<file path="src/rtl/axi_bridge_arb.sv">
`timescale 1ns / 1ps
// axi_bridge_arb
//   Merges icache reads, dcache reads and dcache writes onto one AXI4 master port.
//   Reads: dcache has strict priority over icache, one read outstanding, routed
//   back by the latched owner. Writes: one outstanding AW/W/B sequence.
//   A read to the 16-byte line of an in-flight write is held off until the
//   write response has been taken.
// Ports
//   clk, rstn             clock, asynchronous active-low reset
//   i_ar*/i_r*            icache read request / read data
//   d_ar*/d_r*            dcache read request / read data
//   d_aw*/d_w*/d_b*       dcache write address / data / response
//   m_ar*/m_r*            AXI4 master read address / read data
//   m_aw*/m_w*/m_b*       AXI4 master write address / data / response
//   axi_err               sticky: a non-OKAY RRESP or BRESP was accepted
module axi_bridge_arb #(
   parameter logic [3:0] ID_I = 4'd0,
   parameter logic [3:0] ID_D = 4'd1
) (
   input  logic        clk,
   input  logic        rstn,
   input  logic        i_arvalid,
   input  logic [31:0] i_araddr,
   input  logic [7:0]  i_arlen,
   input  logic [2:0]  i_arsize,
   output logic        i_arready,
   output logic        i_rvalid,
   output logic [31:0] i_rdata,
   output logic        i_rlast,
   input  logic        i_rready,
   input  logic        d_arvalid,
   input  logic [31:0] d_araddr,
   input  logic [7:0]  d_arlen,
   input  logic [2:0]  d_arsize,
   output logic        d_arready,
   output logic        d_rvalid,
   output logic [31:0] d_rdata,
   output logic        d_rlast,
   input  logic        d_rready,
   input  logic        d_awvalid,
   input  logic [31:0] d_awaddr,
   input  logic [7:0]  d_awlen,
   input  logic [2:0]  d_awsize,
   output logic        d_awready,
   input  logic        d_wvalid,
   input  logic [31:0] d_wdata,
   input  logic [3:0]  d_wstrb,
   input  logic        d_wlast,
   output logic        d_wready,
   output logic        d_bvalid,
   input  logic        d_bready,
   output logic        m_arvalid,
   output logic [3:0]  m_arid,
   output logic [31:0] m_araddr,
   output logic [7:0]  m_arlen,
   output logic [2:0]  m_arsize,
   output logic [1:0]  m_arburst,
   input  logic        m_arready,
   input  logic        m_rvalid,
   input  logic [3:0]  m_rid,
   input  logic [31:0] m_rdata,
   input  logic [1:0]  m_rresp,
   input  logic        m_rlast,
   output logic        m_rready,
   output logic        m_awvalid,
   output logic [3:0]  m_awid,
   output logic [31:0] m_awaddr,
   output logic [7:0]  m_awlen,
   output logic [2:0]  m_awsize,
   output logic [1:0]  m_awburst,
   input  logic        m_awready,
   output logic        m_wvalid,
   output logic [31:0] m_wdata,
   output logic [3:0]  m_wstrb,
   output logic        m_wlast,
   input  logic        m_wready,
   input  logic        m_bvalid,
   input  logic [3:0]  m_bid,
   input  logic [1:0]  m_bresp,
   output logic        m_bready,
   output logic        axi_err
);

   typedef enum logic [1:0] {RIdle, RAr, RData} r_state_e;
   typedef enum logic [1:0] {WIdle, WAw, WData, WResp} w_state_e;

   r_state_e    r_state_q;
   w_state_e    w_state_q;
   logic        r_own_d_q;   // 1: current read belongs to the dcache
   logic        arvalid_q, awvalid_q, axi_err_q;
   logic [3:0]  arid_q, awid_q;
   logic [31:0] araddr_q, awaddr_q;
   logic [7:0]  arlen_q, awlen_q;
   logic [2:0]  arsize_q, awsize_q;

   logic w_busy, d_hazard, i_hazard, grant_d, grant_i;
   logic r_data, w_data, w_resp, own_d, own_i;

   // Responses are routed by the latched owner, so the returned IDs are not needed.
   logic unused_ids;
   assign unused_ids = ^{m_rid, m_bid};

   // Hazard compares against the latched write line, so a write accepted in
   // this same cycle cannot block this cycle's read.
   assign w_busy   = (w_state_q != WIdle);
   assign d_hazard = w_busy && (d_araddr[31:4] == awaddr_q[31:4]);
   assign i_hazard = w_busy && (i_araddr[31:4] == awaddr_q[31:4]);

   // Strict priority: a blocked dcache request stalls the icache as well.
   assign grant_d = (r_state_q == RIdle) && d_arvalid && !d_hazard;
   assign grant_i = (r_state_q == RIdle) && !d_arvalid && i_arvalid && !i_hazard;

   assign i_arready = grant_i;
   assign d_arready = grant_d;

   assign r_data = (r_state_q == RData);
   assign own_d  = r_data && r_own_d_q;
   assign own_i  = r_data && !r_own_d_q;

   assign m_rready = (own_d && d_rready) || (own_i && i_rready);
   assign d_rvalid = own_d && m_rvalid;
   assign d_rdata  = own_d ? m_rdata : '0;
   assign d_rlast  = own_d && m_rlast;
   assign i_rvalid = own_i && m_rvalid;
   assign i_rdata  = own_i ? m_rdata : '0;
   assign i_rlast  = own_i && m_rlast;

   assign m_arvalid = arvalid_q;
   assign m_arid    = arid_q;
   assign m_araddr  = araddr_q;
   assign m_arlen   = arlen_q;
   assign m_arsize  = arsize_q;
   assign m_arburst = 2'b01;

   assign w_data = (w_state_q == WData);
   assign w_resp = (w_state_q == WResp);

   assign d_awready = (w_state_q == WIdle) && d_awvalid;
   assign m_wvalid  = w_data && d_wvalid;
   assign m_wdata   = w_data ? d_wdata : '0;
   assign m_wstrb   = w_data ? d_wstrb : '0;
   assign m_wlast   = w_data && d_wlast;
   assign d_wready  = w_data && m_wready;
   assign d_bvalid  = w_resp && m_bvalid;
   assign m_bready  = w_resp && d_bready;

   assign m_awvalid = awvalid_q;
   assign m_awid    = awid_q;
   assign m_awaddr  = awaddr_q;
   assign m_awlen   = awlen_q;
   assign m_awsize  = awsize_q;
   assign m_awburst = 2'b01;

   assign axi_err = axi_err_q;

   always_ff @(posedge clk or negedge rstn) begin
      if (!rstn) begin
         r_state_q <= RIdle;
         r_own_d_q <= 1'b0;
         arvalid_q <= 1'b0;
         arid_q    <= '0;
         araddr_q  <= '0;
         arlen_q   <= '0;
         arsize_q  <= '0;
      end else begin
         unique case (r_state_q)
            RIdle: begin
               if (grant_d || grant_i) begin
                  r_own_d_q <= grant_d;
                  arvalid_q <= 1'b1;
                  arid_q    <= grant_d ? ID_D : ID_I;
                  araddr_q  <= grant_d ? d_araddr : i_araddr;
                  arlen_q   <= grant_d ? d_arlen : i_arlen;
                  arsize_q  <= grant_d ? d_arsize : i_arsize;
                  r_state_q <= RAr;
               end
            end
            RAr: begin
               if (m_arready) begin
                  arvalid_q <= 1'b0;
                  r_state_q <= RData;
               end
            end
            RData: begin
               if (m_rvalid && m_rready && m_rlast) r_state_q <= RIdle;
            end
            default: r_state_q <= RIdle;
         endcase
      end
   end

   always_ff @(posedge clk or negedge rstn) begin
      if (!rstn) begin
         w_state_q <= WIdle;
         awvalid_q <= 1'b0;
         awid_q    <= '0;
         awaddr_q  <= '0;
         awlen_q   <= '0;
         awsize_q  <= '0;
      end else begin
         unique case (w_state_q)
            WIdle: begin
               if (d_awvalid) begin
                  awvalid_q <= 1'b1;
                  awid_q    <= ID_D;
                  awaddr_q  <= d_awaddr;
                  awlen_q   <= d_awlen;
                  awsize_q  <= d_awsize;
                  w_state_q <= WAw;
               end
            end
            WAw: begin
               if (m_awready) begin
                  awvalid_q <= 1'b0;
                  w_state_q <= WData;
               end
            end
            WData: begin
               if (d_wvalid && m_wready && d_wlast) w_state_q <= WResp;
            end
            WResp: begin
               if (m_bvalid && d_bready) w_state_q <= WIdle;
            end
            default: w_state_q <= WIdle;
         endcase
      end
   end

   always_ff @(posedge clk or negedge rstn) begin
      if (!rstn) begin
         axi_err_q <= 1'b0;
      end else if ((m_rvalid && m_rready && (m_rresp != 2'b00)) ||
                   (m_bvalid && m_bready && (m_bresp != 2'b00))) begin
         axi_err_q <= 1'b1;
      end
   end

endmodule
</file>
<file path="config.mk">
export PLATFORM = sky130hd
export DESIGN_NAME = axi_bridge_arb
export DESIGN_NICKNAME = d
export VERILOG_FILES = /design/src/rtl/axi_bridge_arb.sv
export SDC_FILE = /design/constraint.sdc
export NUM_CORES = 1
export LEC_CHECK = 0
export BUFFER_PORTS_ARGS = -buffer_cell sky130_fd_sc_hd__clkbuf_2
export CORE_AREA = 3 3 168 170
export CTS_CLUSTER_SIZE = 14
export DETAILED_ROUTE_END_ITERATION = 12
export DIE_AREA = 0 0 171 173
export HOLD_SLACK_MARGIN = 0.02
export PLACE_DENSITY = 0.49
export REMOVE_ABC_BUFFERS = 1
export SLEW_MARGIN = 20
export SYNTH_ARGS = -nofsm -noshare
export SYNTH_HDL_FRONTEND = slang
export SYNTH_SLANG_ARGS = --single-unit
export TNS_END_PERCENT = 1
</file>
<file path="constraint.sdc">
create_clock -name clk -period 1.7 [get_ports clk]
set_input_delay 0.34 -clock clk [delete_from_list [all_inputs] [get_ports clk]]
set_output_delay 0.34 -clock clk [all_outputs]
set_load 0.02 [all_outputs]
</file>
== Word level (Yosys, flattened, before mapping) ==
Index checks and enable logic that the tools add are counted.
Cells by class
  equality and inequality tests: 14
  mux-type cells: 23
  divide/modulo/power cells: 0
  shift operators: 0
  reductions and logical operators: 49
  $lt $le $gt $ge: 0
  $mul: 0
  bitwise gates (word level): 0
  add/sub/neg operators: 0
Operators with widths (number)
  $mux 32: 4
  $eq 28x28->1: 2
  $logic_and 1x1->1: 29
  $mux 2: 7
  $reduce_bool 2->1: 5
  $reduce_and 3->1: 3
  $mux 8: 1
  $ne 2x1->1 const B: 4
  $pmux 2 s4: 1
  $eq 2x2->1 const B: 3
  $ne 2x2->1 const B: 3
  $pmux 2 s3: 1
  $mux 1: 5
  $eq 2x1->1 const B: 2
  $logic_not 1->1: 4
  $logic_not 2->1: 2
  $mux 4: 1
  $pmux 1 s2: 2
  $reduce_and 2->1: 2
  $reduce_and 4->1: 1
  $logic_or 1x1->1: 3
  $mux 3: 1
Storage, ports and cells
  register bits after elaboration: 99
  memories kept: 0
  word-level logic and storage cells: 100
  input port bits: 225
  RAM bits: 0
  bits in read-only memories: 0
  bits in latches: 0

== Depth between registers and ports, before layout ==
Gate-level depths: netlist of the first run.
  word-level depth: 8
  mapped depth: 9
  gate-level depth less buffers: 7

== Worst setup path before layout of the first run ==
OpenSTA, ideal clock, no wires.
  path type: register -> output
  start: register awaddr_q[19] (netlist: m_awaddr[19])
  end: output d_arready
  arrival time: 1.801 ns
  data required time: 1.360 ns
  path buffers: 1
  setup slack: -0.441 ns
  cell stages (with the launch flop): 7
  path through: dfrtp_1 > xor2_1 > nor4_1 > nand4_1 > o211ai_2 > clkbuf_1 > inv_1
Between the ends
  cells in the longest elaborated chain, start to end: 4
RTL lines
  start: declaration: line 92  | logic [31:0] araddr_q, awaddr_q;
  start signal: assignment: line 206  | awaddr_q <= d_awaddr;
  $eq 28x28->1: line 106  | assign d_hazard = w_busy && (d_araddr[31:4] == awaddr_q[31:4]);
  $logic_and 1x1->1: line 106
  $logic_not 1->1: line 110  | assign grant_d = (r_state_q == RIdle) && d_arvalid && !d_hazard;
  $logic_and 1x1->1: line 110
  end: declaration: line 35  | output logic d_arready,
Every way passes these cells.

== Worst setup path after layout of the first run ==
  start: register awaddr_q[25] (netlist: m_awaddr[25])
  end: output i_arready
Between the ends
  cells in the longest elaborated chain, start to end: 4
RTL lines
  $eq 28x28->1: line 107  | assign i_hazard = w_busy && (i_araddr[31:4] == awaddr_q[31:4]);
  $logic_and 1x1->1: line 107
  $logic_not 1->1: line 111  | assign grant_i = (r_state_q == RIdle) && !d_arvalid && i_arvalid && !i_hazard;
  $logic_and 1x1->1: line 111
  end: declaration: line 26  | output logic i_arready,
Every way passes these cells.

==> results.md, run 1 <==
* Share of cells above drive strength 1 at 58.9%
* GRT overflow at 0
* Final min period at 2.43 ns
* Post-synth top area cell: dfrtp_1
* Lkg Pwr at 0.00536 uW
* Post-DP HPWL at 19,500 um
* Flops & latches, synth at 95
* I/O pin cnt at 439
* Synth Warn # at 0
* ANT nets after route at 0
* Die Width at 171 um
* Placed instance area at a little under 9000 um2
* EDFF count, synth at 0
* Worst-case vdd ir drop at 778 uV
* Die height at 173 um
* Hold Startpoint: d_awlen[1]
* Final Cycle Share at 143%
* Commonest cells in the netlist: and2_1 (109), dfrtp_1 (95), xor2_1 (56), nor2_1 (47), mux2i_1 (44)
* Initial cell density of the core at 20.4%
* Pin count of the biggest net entering global routing at 59
* GRT Overall Usage at 15.7%
* Worst path max stage delay at 0.42 ns
* Synth top area cells: dfrtp_1 (43%), and2_1 (12%), xor2_1 (8.9%)
* Seq pwr share at between 20% and 30%
* Syn Area/Cell at 10.2 um2
* Crit path max-delay family: simple AND/OR/NAND/NOR gates
* WP buf/inv at 4
* Flop-to-flop setup slack at -0.69 ns
* I/O Buffers at 420
* Combinational fraction of design power at between 60 and 70%
* Reg clk slew, reported paths at 0.08 ns
* Routability cong. at 0.807
* CTS buffer count at 9
* Row cnt at 60
* Pre-CTS setup slack at -0.740 ns
* Fmax at between 0.4 and 0.5 GHz
* Most frequent cell after synthesis: and2_1
* Async set or reset register ratio after synthesis at 100%
* Final WL at 24,500 um
* Worst endpoint data arrival time at 2.09 ns
* Die Area at 29,600 um2
* Switching share of total power at 44.2%
* Slew Viols, Final at 0
* Clock Tree Root: clkbuf_16
* Via density at 4.14
* # clock sinks at 95
* Clock buffer depth at 2
* Crit Path Max Fanout at 3
* Synth top area share at 43.3%
* Maxcap violations at 0
* First-pass GRT wire length at 35,300 um
* Clk_lat worst skew at 0.35 ns
* Final hold violation count at 0
* Worst r2r src: m_awaddr[25]$_DFFE_PN0P_
* Distinct cells, synth at 33
* Worst setup SP type: register
* Total core area at 26,900 um2
* Critical Path RT at 1.36 ns
* Cell area after synthesis at 5490 um2
* Sequential fraction of the synthesis area at 43.3%
* CP max-delay cell: dfrtp_1
* Pwr per Cell Area at between 1500 and 2000 nW/um2
* Pre-antenna DRT Iters at 4
* CP endpoint kind: output pin
* Depth of the most critical reg-to-reg path at 11
* CTS tree: done
* Hold Path Stages at 2
* CP Cell Sequence: xor2_1 -> nor4_1 -> buf_4 -> nand4_1 -> o21ai_4 -> buf_12 -> inv_4 -> buf_8
* WL per Instance at around 18 um
* Worst Hold Class: in -> reg
* Violated checks: negative setup slack
* Critical R2R Capture: m_arlen[7]$_DFFE_PN0P_
* Vias at roughly 5,800
* Initial antenna violation count at 2
* Final WS setup at -0.730 ns
* Clock power frac at about an eighth
* Setup TNS at -52.25 ns
* Clock skew at around 0.012 ns
* Status: finished with violations
* Number of remaining DRC errors at 0
* Post-route cell area at 10,200 um2
* 1st-iter DRT viols at roughly 190
* Sw Pwr at 7280 uW
* Internal power at 9180 uW
* WHS Endpoint: m_awlen[1]$_DFFE_PN0P_
* Area Overhead vs Synth at 85.4%
* H-tree depth at 3
* Setup Viol. Count Final at between 150 and 200
* Finished Core Util at 37.9%
* Vias in the first global route at 5,989
* Kind of critical path: reg -> out
* Final #Nets at 1,273
* Primary FF master, synth: dfrtp_1
* RSZ-0062 raised after global routing: yes
* Syn Inst Count at 541
cell usage in the layout, fill, tap and decap left out, types with 5 or more instances in the layout:
| master | instances |
|---|---|
| buf_6 | 10 |
| mux2i_1 | 44 |
| a21oi_1 | 43 |
| and2_4 | 15 |
| conb_1 | 10 |
| clkbuf_2 | 306 |
| inv_1 | 5 |
| clkbuf_16 | 9 |
| nand2_1 | 9 |
| clkbuf_8 | 91 |
| dfrtp_1 | 91 |
| buf_4 | 85 |
| buf_12 | 11 |
| buf_8 | 11 |
| o21ai_0 | 5 |
| mux2_2 | 43 |
| clkbuf_4 | 6 |
| xor2_1 | 54 |
| and2_1 | 94 |
| nor4_1 | 7 |
| nor2_1 | 47 |
metal layers:
metal | global-route usage, % | wire, um
met5 | 0 | 0
met4 | 4.09 | 491
met3 | 4.85 | 2040
met2 | 29.6 | 12900
met1 | 16.8 | 9040
cells by family (layout without fill, tap and decap cells):
logic type                 count (synthesis)  after routing  share of synthesized area, %
and+or+nand+nor                          194            194                          19.5
AOI/OAI and AO/OA                         55             55                          5.40
buffers and inverters                     47            546                          4.76
other                                      2             12                         0.137
xor gates and xnor gates                  56             56                          8.93
DFF                                       95             95                          43.3
muxes                                     87             87                          16.8
adders and majority gates                  5              5                          1.14
sequential cells by signal, summed over array words and instances, names as in the netlist, 2 cells and up:
| register | flops |
|---|---|
| r_state_q | 2 |
| w_state_q | 2 |
| m_awaddr | 32 |
| m_arsize | 3 |
| m_arlen | 8 |
| m_araddr | 32 |
| m_awlen | 8 |
| m_awsize | 3 |
repair_timing:
action | CTS | global route
setup buffers | 4 | 4
endpoints found under the hold margin | 38 | 0
endpoints found under the setup margin | 159 | 171
pin swaps | 35 | 20
resized for setup | 237 | 47
hold buffers | 1 | 0
how the worst max path moves through the flow:
stage	depth (start not counted)	slack (ns)	start	end
finish	8	-0.73	m_awaddr[25]$_DFFE_PN0P_	i_arready
global route	8	-0.81	m_awaddr[25]$_DFFE_PN0P_	i_arready
detailed placement	8	-0.74	m_awaddr[21]$_DFFE_PN0P_	m_araddr[24]$_DFFE_PN0P_
global placement	8	-0.72	d_araddr[4]	d_arready
CTS	8	-0.84	m_awaddr[7]$_DFFE_PN0P_	d_arready
floorplan	5	-3.16	m_awaddr[29]$_DFFE_PN0P_	i_arready
power groups by stage:
stage / Combinational, uW / Clock, uW / Sequential (uW)
6_report: 10200 / 2060 / 4230
5_1_grt: 10900 / 2260 / 4390
4_1_cts: 10100 / 2170 / 4240
3_5_place_dp: 9100 / 0 / 4260
3_3_place_gp: 9070 / 0 / 4240
2_1_floorplan: 3620 / 0 / 5560
cell type report:
type	count	area [um2]
inverters	7	28.8
diodes	2	5.00
flip-flops and latches	95	2380
clock inverters	7	62.6
clock buffers	9	225
multi-input cells	407	3040
well taps	341	427
repair buffers	523	4010
fillers	2736	16700
per-stage QoR:
stage	hold slack (ns)	std cells	total power (uW)
floorplan	0.0444	509	9180
global placement	0.342	1364	13300
detailed placement	0.346	1364	13400
CTS	0.197	1385	16500
global route	0.189	1391	17600
finish	0.211	1391	16500
Note: power is estimated with default switching activity, not from simulation.
==> inputs of run 2 (changes only) <==
PLACE_DENSITY = 0.47   (was 0.49)
clock period = 2.8 ns   (was 1.7 ns; I/O delays follow)
==> results.md, run 2 (same netlist as run 1, synthesis figures left out) <==
* Status: finished clean
* Setup Viol. Count Final at 0
* Pre-CTS setup slack at 0.0620 ns
* Via density at 4.07
* Die height at 173 um
* Total core area at between 20,000 and 30,000 um2
* Post-DP HPWL at 19,100 um
* Worst r2r src: m_awaddr[5]$_DFFE_PN0P_
* Clock power frac at 15.5%
* Post-route cell area at about 8500 um2
* Routability cong. at 0.775
* WL per Instance at about 18 um
* ANT cells at 0
* CTS buffer count at 9
* Final WL at 23,100 um
* Lkg Pwr at 0.00469 uW
* Final WS setup at 0.0792 ns
* ANT nets after route at 0
* CTS tree: done
* RSZ-0062 raised after global routing: yes
* Clock skew at 0.0135 ns
* Vias in the first global route at ~5,400
* Total power at roughly 9000 uW
* Pre-antenna DRT Iters at 4
* GRT overflow at 0
* Row cnt at 60
* Flop-to-flop setup slack at approximately 0.45 ns
* # clock sinks at 95
* Final hold violation count at 0
* Clock Tree Root: clkbuf_16
* Kind of critical path: reg -> out
* Reg clk slew, reported paths at around 0.080 ns
* Area Overhead vs Synth at 54.2%
* Setup TNS at 0 ns
* Clk_lat worst skew at 0.36 ns
* Worst setup SP type: register
* Critical R2R Capture: m_araddr[30]$_DFFE_PN0P_
* GRT Overall Usage at 15.0%
* Fmax at 0.368 GHz
* Commonest non-fill, non-tap cells in the layout: clkbuf_2 (419), and2_1 (109), dfrtp_1 (94), xor2_1 (56), nor2_1 (47)
* Final min period at approximately 2.7 ns
* H-tree depth at 3
* Footprint of the flip-flops and latches at 2380 um2
* Placed instance area at slightly above 8000 um2
* Pin count of the biggest net entering global routing at a little over 70
* Switching share of total power at 47.1%
* Critical Path RT at 2.24 ns
* Worst endpoint data arrival time at ~2.2 ns
* Depth of the most critical reg-to-reg path at 9
* Die Width at about 170 um
* I/O pin cnt at 439
* Worst-Margin Slew at between 0.6 and 0.7 ns
* Pwr per Cell Area at 1060 nW/um2
* Maxcap violations at 0
* CP endpoint kind: output pin
* 1st-iter DRT viols at 110
* Initial cell density of the core at 20.4%
* Clock buffer depth at 2
* Vias at 5,329
* Initial antenna violation count at 2
* Layout fillers at 2,939
* Commonest non-fill, non-tap cell in the layout: clkbuf_2
* Area of the multi-input gates at slightly below 3000 um2
* I/O Buffers at 420
* Relative slew slack at between 50% and 60%
* Worst-case vdd ir drop at 465 uV
* Worst Hold Class: in -> async
* Internal power at between 4000 and 5000 uW
* Seq pwr share at 29.6%
* Share of cells above drive strength 1 at a little over half
* First-pass GRT wire length at 33,400 um
* Combinational fraction of design power at 54.9%
* Die Area at 29,600 um2
* Sw Pwr at 4220 uW
* Final Cycle Share at 97.2%
* Crit Path Max Fanout at 4
* Final #Nets at 1,194
* Number of remaining DRC errors at 0
* Slew Viols, Final at 0
run 2: per-stage QoR:
step                      hold WS [ns]  utilization (%)  std cells
final                            0.105             31.5       1310
after global routing             0.111             31.5       1310
after CTS                        0.104             31.4       1307
after detailed placement         0.453             30.1       1291
after global placement           0.453             30.1       1291
after floorplan                  0.264                -        509
run 2: layout make-up:
cell class              count  share of cell area, %
well taps                 341                   5.04
repair buffers            444                   27.9
flip-flops and latches     95                   28.1
multi-input cells         407                   34.9
inverters                   7                  0.310
clock buffers              10                   2.82
clock inverters             6                   1.02
run 2: worst max path at each step:
stage / cells after the start / slack, ns / startpoint / end
floorplan: 5 / -2.32 / i_araddr[29] / i_arready
global placement: 8 / 0.04 / d_araddr[21] / d_arready
detailed placement: 8 / 0.06 / d_araddr[21] / d_arready
CTS: 4 / 0.02 / w_state_q[0]$_DFFE_PN0P_ / m_wdata[3]
global route: 7 / -0.005 / m_awaddr[5]$_DFFE_PN0P_ / i_arready
finish: 7 / 0.08 / m_awaddr[5]$_DFFE_PN0P_ / i_arready
run 2: power groups by stage:
stage,Clock (uW),Sequential [uW],Combinational [uW]
detailed placement,0,2690,4940
finish,1390,2650,4920
floorplan,0,3380,2200
global route,1500,2770,5350
CTS,1450,2670,4980
global placement,0,2660,4930
run 2: per-layer routing:
layer,wire (um),up-vias,global-route usage (%)
met5,14,-,0
met1,9000,2437,17.2
met4,242,2,3.52
li1,-,2628,-
met2,12000,244,27.5
met3,1770,18,3.80
run 2: timing repair:
action                                  4_1_cts  5_1_grt
endpoints found under the setup margin        2        2
resized for setup                             4        3
setup buffers                                 0        3
hold buffers                                  0        0
gates cloned                                  0        0
pin swaps                                     1        4
run 2: critical path: stages (launching register included):
cell	delay (ns)
dfrtp_1	0.44
xor2_1	0.20
nor4_2	0.34
buf_4	0.17
nand4_1	0.16
o21ai_4	0.24
inv_1	0.08
clkbuf_2	0.17
